## src/rtl/fetch_sequencer.sv

```systemverilog
// fetch_sequencer: PC controller with return stack and run-cycle counter; ports clk/rst_n, start/stall, br_taken/br_target, jsr/sub_idx, ret, halt -> pc, running, done, fault, cycle_count; optional SEQ_STACK_CHECK_EN adds stack fault checking
module fetch_sequencer #(
  parameter int PC_W        = 10,
  parameter int STACK_DEPTH = 4,
  parameter int SUB_BASE    = 100,
  parameter int SUB_STRIDE  = 16
) (
  input  logic            clk,
  input  logic            rst_n,
  input  logic            start,
  input  logic            stall,
  input  logic            br_taken,
  input  logic [7:0]      br_target,
  input  logic            jsr,
  input  logic [3:0]      sub_idx,
  input  logic            ret,
  input  logic            halt,
  output logic [PC_W-1:0] pc,
  output logic            running,
  output logic            done,
  output logic            fault,
  output logic [15:0]     cycle_count
);
  localparam int AW = $clog2(STACK_DEPTH);
`ifdef SEQ_STACK_CHECK_EN
  localparam int SW = AW + 1;
`else
  localparam int SW = AW;
`endif
  typedef enum logic [1:0] {IDLE, RUN, HALT, FAULT} state_t;
  state_t          state_q, state_d;
  logic [PC_W-1:0] pc_q, pc_d, pc_inc, sub_addr, ret_addr;
  logic [SW-1:0]   sp_q, sp_d;
  logic [15:0]     cnt_q, cnt_d;
  logic [PC_W-1:0] stack_q [STACK_DEPTH];
  logic            push;
  assign pc_inc   = pc_q + PC_W'(1);
  assign sub_addr = PC_W'(SUB_BASE + int'(sub_idx) * SUB_STRIDE);
  // sp points at the next free slot, so the top entry sits one below it
  assign ret_addr = stack_q[AW'(sp_q - SW'(1))];
  always_comb begin
    state_d = state_q;
    pc_d    = pc_q;
    sp_d    = sp_q;
    cnt_d   = cnt_q;
    push    = 1'b0;
    if (start) begin
      state_d = RUN;
      pc_d    = '0;
      sp_d    = '0;
      cnt_d   = '0;
    end else if (state_q == RUN && !stall) begin
      cnt_d = &cnt_q ? cnt_q : cnt_q + 16'd1;
      if (halt) state_d = HALT;
      else if (ret) begin
`ifdef SEQ_STACK_CHECK_EN
        if (sp_q == '0) state_d = FAULT;
        else begin
          pc_d = ret_addr;
          sp_d = sp_q - SW'(1);
        end
`else
        pc_d = ret_addr;
        sp_d = sp_q - SW'(1);
`endif
      end else if (jsr) begin
`ifdef SEQ_STACK_CHECK_EN
        if (sp_q == SW'(STACK_DEPTH)) state_d = FAULT;
        else begin
          push = 1'b1;
          pc_d = sub_addr;
          sp_d = sp_q + SW'(1);
        end
`else
        push = 1'b1;
        pc_d = sub_addr;
        sp_d = sp_q + SW'(1);
`endif
      end else if (br_taken) pc_d = {{(PC_W-8){1'b0}}, br_target};
      else pc_d = pc_inc;
    end
  end
  always_ff @(posedge clk or negedge rst_n) begin
    if (!rst_n) begin
      state_q <= IDLE;
      pc_q    <= '0;
      sp_q    <= '0;
      cnt_q   <= '0;
      for (int i = 0; i < STACK_DEPTH; i++) stack_q[i] <= '0;
    end else begin
      state_q <= state_d;
      pc_q    <= pc_d;
      sp_q    <= sp_d;
      cnt_q   <= cnt_d;
      if (push) stack_q[AW'(sp_q)] <= pc_inc;
    end
  end
  assign pc          = pc_q;
  assign cycle_count = cnt_q;
  assign running     = state_q == RUN;
  assign done        = state_q == HALT;
`ifdef SEQ_STACK_CHECK_EN
  assign fault       = state_q == FAULT;
`else
  assign fault       = 1'b0;
`endif
endmodule
```

## config.mk

```make
export PLATFORM = sky130hd
export DESIGN_NAME = fetch_sequencer
export DESIGN_NICKNAME = d
export VERILOG_FILES = /design/src/rtl/fetch_sequencer.sv
export SDC_FILE = /design/constraint.sdc
export NUM_CORES = 1
export LEC_CHECK = 0
export CORE_ASPECT_RATIO = 1.5
export CORE_MARGIN = 3
export CORE_UTILIZATION = 50
export DETAILED_ROUTE_END_ITERATION = 8
export PLACE_DENSITY = 0.72
export SYNTH_ARGS = -nofsm -noshare
export SYNTH_HDL_FRONTEND = slang
export SYNTH_SLANG_ARGS = --single-unit
```

## constraint.sdc

```tcl
create_clock -name clk -period 2.3 [get_ports clk]
set_input_delay 0.575 -clock clk [delete_from_list [all_inputs] [get_ports clk]]
set_output_delay 0.575 -clock clk [all_outputs]
set_load 0.1 [all_outputs]
```

# After elaboration in Yosys (flattened, before gate mapping)
# Cells that the tools add are included.
dict set report word_totals {
  register_bits 70
  word_cells 61
  input_bits 20
  out_inout_bits 29
}
dict set report classes {
  reduce_logical 11
  n_bitwise 2
  eq_ne 4
  add_sub_neg 5
  magnitude_cmp 3
  muxes 28
}
# cell n
set ops {}
lappend ops {{2-to-1 mux 10 bit} 9}
lappend ops {{2-to-1 mux 16 bit} 3}
lappend ops {{bitwise mux 40 bit} 1}
lappend ops {{binary-select mux 10 bit (select 2 bit)} 1}
lappend ops {{demux 10 bit (select 2 bit)} 1}
lappend ops {{adder 16 x 1 -> 16 bit (second input constant)} 1}
lappend ops {{2-to-1 mux 2 bit} 8}
lappend ops {{AND reduction 16 bit} 1}
lappend ops {{adder 10 x 1 -> 10 bit (second input constant)} 1}
lappend ops {{adder 7 x 8 -> 9 bit (first input constant)} 1}
lappend ops {{>= comparator 3 bit (second input constant)} 2}
lappend ops {{inverter 2 -> 3 bit} 2}
lappend ops {{AND reduction 2 bit} 3}
lappend ops {{2-to-1 mux 1 bit} 5}
lappend ops {{!= test 2 bit (second input constant)} 2}
lappend ops {{nonzero test 2 bit} 2}
lappend ops {{< comparator 3 x 1 -> 1 bit (second input constant)} 1}
lappend ops {{AND reduction 3 bit} 1}
lappend ops {{nonzero test 3 bit} 1}
lappend ops {{adder 2 x 1 -> 2 bit (second input constant)} 1}
lappend ops {{equality test 2 x 1 -> 1 bit (second input constant)} 1}
lappend ops {{equality test 2 bit (second input constant)} 1}
lappend ops {{logical AND 1 bit} 2}
lappend ops {{subtractor 2 x 1 -> 2 bit (second input constant)} 1}
lappend ops {{logical NOT 1 bit} 1}

# Logic depth before layout (Yosys ltp)
dict set report depth {
  ltp_word 9
  depth_mapped 9
}

# Worst setup path before layout
# No wires, ideal clock.
dict set report synth_path {
  kind {reg2reg}
  startpoint {register cnt_q[4] (netlist: cycle_count[4])}
  endpoint {register cnt_q[13] (netlist: cycle_count[13])}
  path_stages_with_launch 5
  setup_slack_ns -0.134
  t_required_ns 2.175
  t_arrival_ns 2.309
  cell_sequence {dfrtp_1 and4_2 o2111ai_1 nor4b_1 mux2_2}
}
dict set report synth_via {
  elab_chain_len 4
  word_cells_on_any_way 7
  classes_between {1 x add/sub; 1 x eq/ne; 3 x mux; 2 x reduce/logical}
}
# item line_no
set synth_lines {}
lappend synth_lines {{start, declared} 34} ;# logic [15:0] cnt_q, cnt_d;
lappend synth_lines {{start signal, assigned} 94} ;# cnt_q <= cnt_d;
lappend synth_lines {{adder 16 x 1 -> 16 bit} 53} ;# cnt_d = &cnt_q ? cnt_q : cnt_q + 16'd1;
lappend synth_lines {{2-to-1 mux 16 bit} 53}
lappend synth_lines {{2-to-1 mux 16 bit} 52} ;# end else if (state_q == RUN && !stall) begin
lappend synth_lines {{2-to-1 mux 16 bit} 47} ;# if (start) begin
# Several ways; a longest one is shown, not always the timed one. The select of a mux whose other input is x is not followed.
# A chain may end at the register's enable or synchronous reset.

# Worst setup path after layout
dict set report layout_path {
  startpoint {register sp_q[1]}
  endpoint {register pc_q[5] (netlist: pc[5])}
}
dict set report layout_via {
  elab_chain_len 9
}
# item line_no
set layout_lines {}
lappend layout_lines {{start, declared} 33} ;# logic [SW-1:0] sp_q, sp_d;
lappend layout_lines {{start signal, assigned} 93} ;# sp_q <= sp_d;
lappend layout_lines {{subtractor 2 x 1 -> 2 bit} 40} ;# assign ret_addr = stack_q[AW'(sp_q - SW'(1))];
lappend layout_lines {{inverter 2 -> 3 bit (not written as such)} 40}
lappend layout_lines {{binary-select mux 10 bit (select 2 bit)} 40}
lappend layout_lines {{2-to-1 mux 10 bit (not written as such) (2 in a row)} 40}
lappend layout_lines {{2-to-1 mux 10 bit} 55} ;# else if (ret) begin
lappend layout_lines {{2-to-1 mux 10 bit} 54} ;# if (halt) state_d = HALT;
lappend layout_lines {{2-to-1 mux 10 bit} 52}
lappend layout_lines {{2-to-1 mux 10 bit} 47}
lappend layout_lines {{end signal, assigned} 92} ;# pc_q <= pc_d;
lappend layout_lines {{end, declared} 32} ;# logic [PC_W-1:0] pc_q, pc_d, pc_inc, sub_addr, ret_addr;
# Every way passes these cells. The select of a mux whose other input is x is not followed.

==> impl_metrics.yaml <==
run_status:
  status: "completed"
cts:
  ctsRootBufferMaster: "clkbuf_8"
  numCtsBuffers: 9
  cts_setup_buffers: 0
  numClockSinks: 70
  insertion_delay_ns: 0.35
  cts_resized: 0
  h-tree-depth: 3
  cts_buffer_depth: 2
  path_clk_slew_ns: 0.08
  cts_tree: "yes"
  cts_hold_buf: 0
flow_run:
  cap_violations: 0
synth:
  ys_ff_latch: 70
  postSynth.asyncResetShare_pct: 100
  syn_nets: 420
  ys.warnings.count: 0
  synth_edf_count: 0
  ys_seq_area_share_pct: 45.4
  synth_flop_cell: "dfrtp_1"
  syn_area_um2: 3860
  syn_area_per_cell_um2: 9.82
  syn_inst: 393
  synth_cell_types: 62
worst_setup_path:
  worstSetupEndpointType: "register"
  crit_arrival_ns: 2.35
  critPathLaunchType: "register"
  cp_max_fo: 11
  r2r_start: "sp_q[1]$_DFFE_PN0P_"
  max_stage_delay_ns: 0.60
  r2r_setup_slack_ns: 0.19
  r2r_end: "pc[5]$_DFFE_PN0P_"
  cp_slowest_cell: "ha_1"
  reg2reg_depth: 6
  cp.required_ns: 2.55
  path_cells: "inv_1 -> ha_1 -> mux4_2 -> or2_2 -> nand4_1 -> nand3_1"
  critPathKind: "register to register"
route:
  top_layer: "met4"
  drt-total-wl_um: 8980
  dr.pass1.iters: 4
  vias: 3167
  route.detailed.drc: 0
  via_per_inst: 5.63
  wl_met2_um: 4740
  met1_length_um: 3550
  wl_met3_um: 341
  wl_per_cell_um: 15.9
  ant_nets: 0
  drtIter0Drc: 186
timing:
  tightestPinTransition_ns: 0.507
  hold_violations: 0
  final-setup-viol-count: 0
  fin_crit_sh_pct: 91.7
  period_minus_slack_ns: 2.11
  drv_slew: 0
  finalWorstSetupSlack_ns: 0.190
  rsz0062_at_grt: "false"
  skew_ns: 0.00968
  maxSlewHeadroom_pct: 66.1
  max_freq_ghz: 0.474
cells_and_area:
  antennaDiodeCount: 0
  multi_input_area_um2: 1930
  drive_above_1_share_pct: 24.4
  register_area_um2: 1760
  nets: 485
  syn_to_final_growth_pct: 24.9
  nFillCells: 593
power:
  vdd_drop_max_uv: 351
  totalPowerFinal_mw: 3.06
  p_leak_nw: 2.14
  power_density_nw_per_um2: 636
hold_path:
  hp-class: "primary input to asynchronous set/reset pin"
floorplan:
  row_count: 38
  start_util_pct: 52.3
  core_area_um2: 7370
  fp.dieW_um: 77.7
  die_y_um: 114
  die-area_um2: 8830
  num_io_pins: 49
global_routing:
  grt_max_degree: 71
  grt_use_total_pct: 21.9
  grt_pass1_vias: 3307
  antenna_found_initial: 0
  overflow: 0
  grt_pass1_wl_um: 15300
place:
  io_buffers: 47
  place_ws_ns: -0.152
  dp_hpwl_um: 6550
  place.gp.congestion: 0.913
## report_power, final
part           switching, mW  internal (mW)  leakage [nW]
Clock                  0.490          0.757         0.127
Combinational          0.307          0.178          1.06
Sequential            0.0458           1.28         0.951
## per-stage QoR
step / instances / instance area (um^2) / utilization [%] / hold slack [ns] / setup TNS, ns
final: 563 / 4820 / 65.4 / 0.226 / 0
after floorplan: 393 / 3870 / - / 0.279 / -0.0397
after CTS: 563 / 4820 / 65.4 / 0.243 / 0
after global placement: 547 / 4560 / 61.9 / 0.457 / -0.506
after detailed placement: 547 / 4560 / 61.9 / 0.469 / -1.30
after global routing: 563 / 4820 / 65.4 / 0.253 / 0
## critical path, delay by kind of cell, from the launching register on
kind	cells	cell delay, ns
DFF	1	0.42
and+or+nand+nor	3	0.49
buffers and inverters	1	0.09
adders and majority gates	1	0.60
muxes	1	0.41
## Yosys cell counts, drive strengths merged, types with 4 or more instances
cell type | n | share of area [%]
nor2 | 31 | 3.1
o31ai | 6 | 1.2
mux4 | 8 | 4.7
nand3 | 13 | 1.7
xnor2 | 5 | 1.1
nand4 | 5 | 0.97
mux2 | 12 | 3.5
buf | 12 | 1.9
nor4 | 5 | 0.97
nand2 | 41 | 4.0
mux2i | 6 | 1.6
o21ai | 36 | 4.7
dfrtp | 70 | 45
nor3b | 4 | 0.91
ha | 7 | 2.3
a21oi | 27 | 3.5
clkbuf | 12 | 1.2
nor3 | 7 | 0.91
inv | 15 | 1.5
or4 | 4 | 0.78
and2 | 5 | 0.81
nor2b | 11 | 1.8
## cell families (layout without fill, tap and decap cells)
family          count (synthesis)  after routing  synth area share [%]
compound gates                 96             96                  15.4
xor+xnor                        8              8                  1.82
fa+ha+maj                       7              7                  2.27
buf+inv                        39            109                  4.51
flops                          70             70                  45.4
mux                            26             26                  9.73
other cells                     1              1                0.0972
simple gates                  146            146                  20.7
## flip-flops by register name, indices dropped and copies added (netlist names)
register	flops
stack_q	40
cycle_count	16
sp_q	2
pc	10
state_q	2
## metal layers
metal,vias to the layer above,GRT usage [%]
met5,-,0
met4,0,12.7
met3,25,3.32
met2,72,38.1
met1,1529,25.3
li1,1541,-
## worst max-delay path by stage
stage	end	cells after the start	slack, ns	start
after floorplan	cycle_count[13]$_DFFE_PN0P_	4	-0.04	cycle_count[9]$_DFFE_PN0P_
after global placement	pc[9]$_DFFE_PN0P_	5	-0.08	stall
after detailed placement	pc[7]$_DFFE_PN0P_	5	-0.15	stall
after CTS	pc[5]$_DFFE_PN0P_	6	0.22	sp_q[1]$_DFFE_PN0P_
after global routing	pc[7]$_DFFE_PN0P_	5	0.09	stall
final	pc[5]$_DFFE_PN0P_	6	0.19	sp_q[1]$_DFFE_PN0P_
## layout make-up
| type | instances | area share (%) |
|---|---|---|
| Clock buffer | 10 | 2.86 |
| Multi-Input combinational cell | 284 | 40.2 |
| Clock inverter | 6 | 2.42 |
| Tap cell | 100 | 2.60 |
| Sequential cell | 70 | 36.5 |
| Inverter | 15 | 1.17 |
| Timing Repair Buffer | 78 | 14.3 |
## layout by cell type, fill, tap and decap left out, drive strengths merged, types with 3 or more instances in the layout
master	synthesis	final
and2	5	5
nor3	7	7
nand2b	3	3
nor2b	11	11
or2	3	3
nor2	31	31
mux2i	6	6
nand4	5	5
ha	7	7
nor4	5	5
dfrtp	70	70
clkdlybuf4s50	0	18
inv	15	16
bufinv	0	3
mux2	12	12
a21oi	27	27
nor3b	4	4
nand3	13	13
o31ai	6	6
mux4	8	8
nand2	41	41
buf	12	60
o21ai	36	36
xnor2	5	5
or4	4	4
nand4b	3	3
clkbuf	12	10
xor2	3	3
Power figures use the tool's default switching activity.
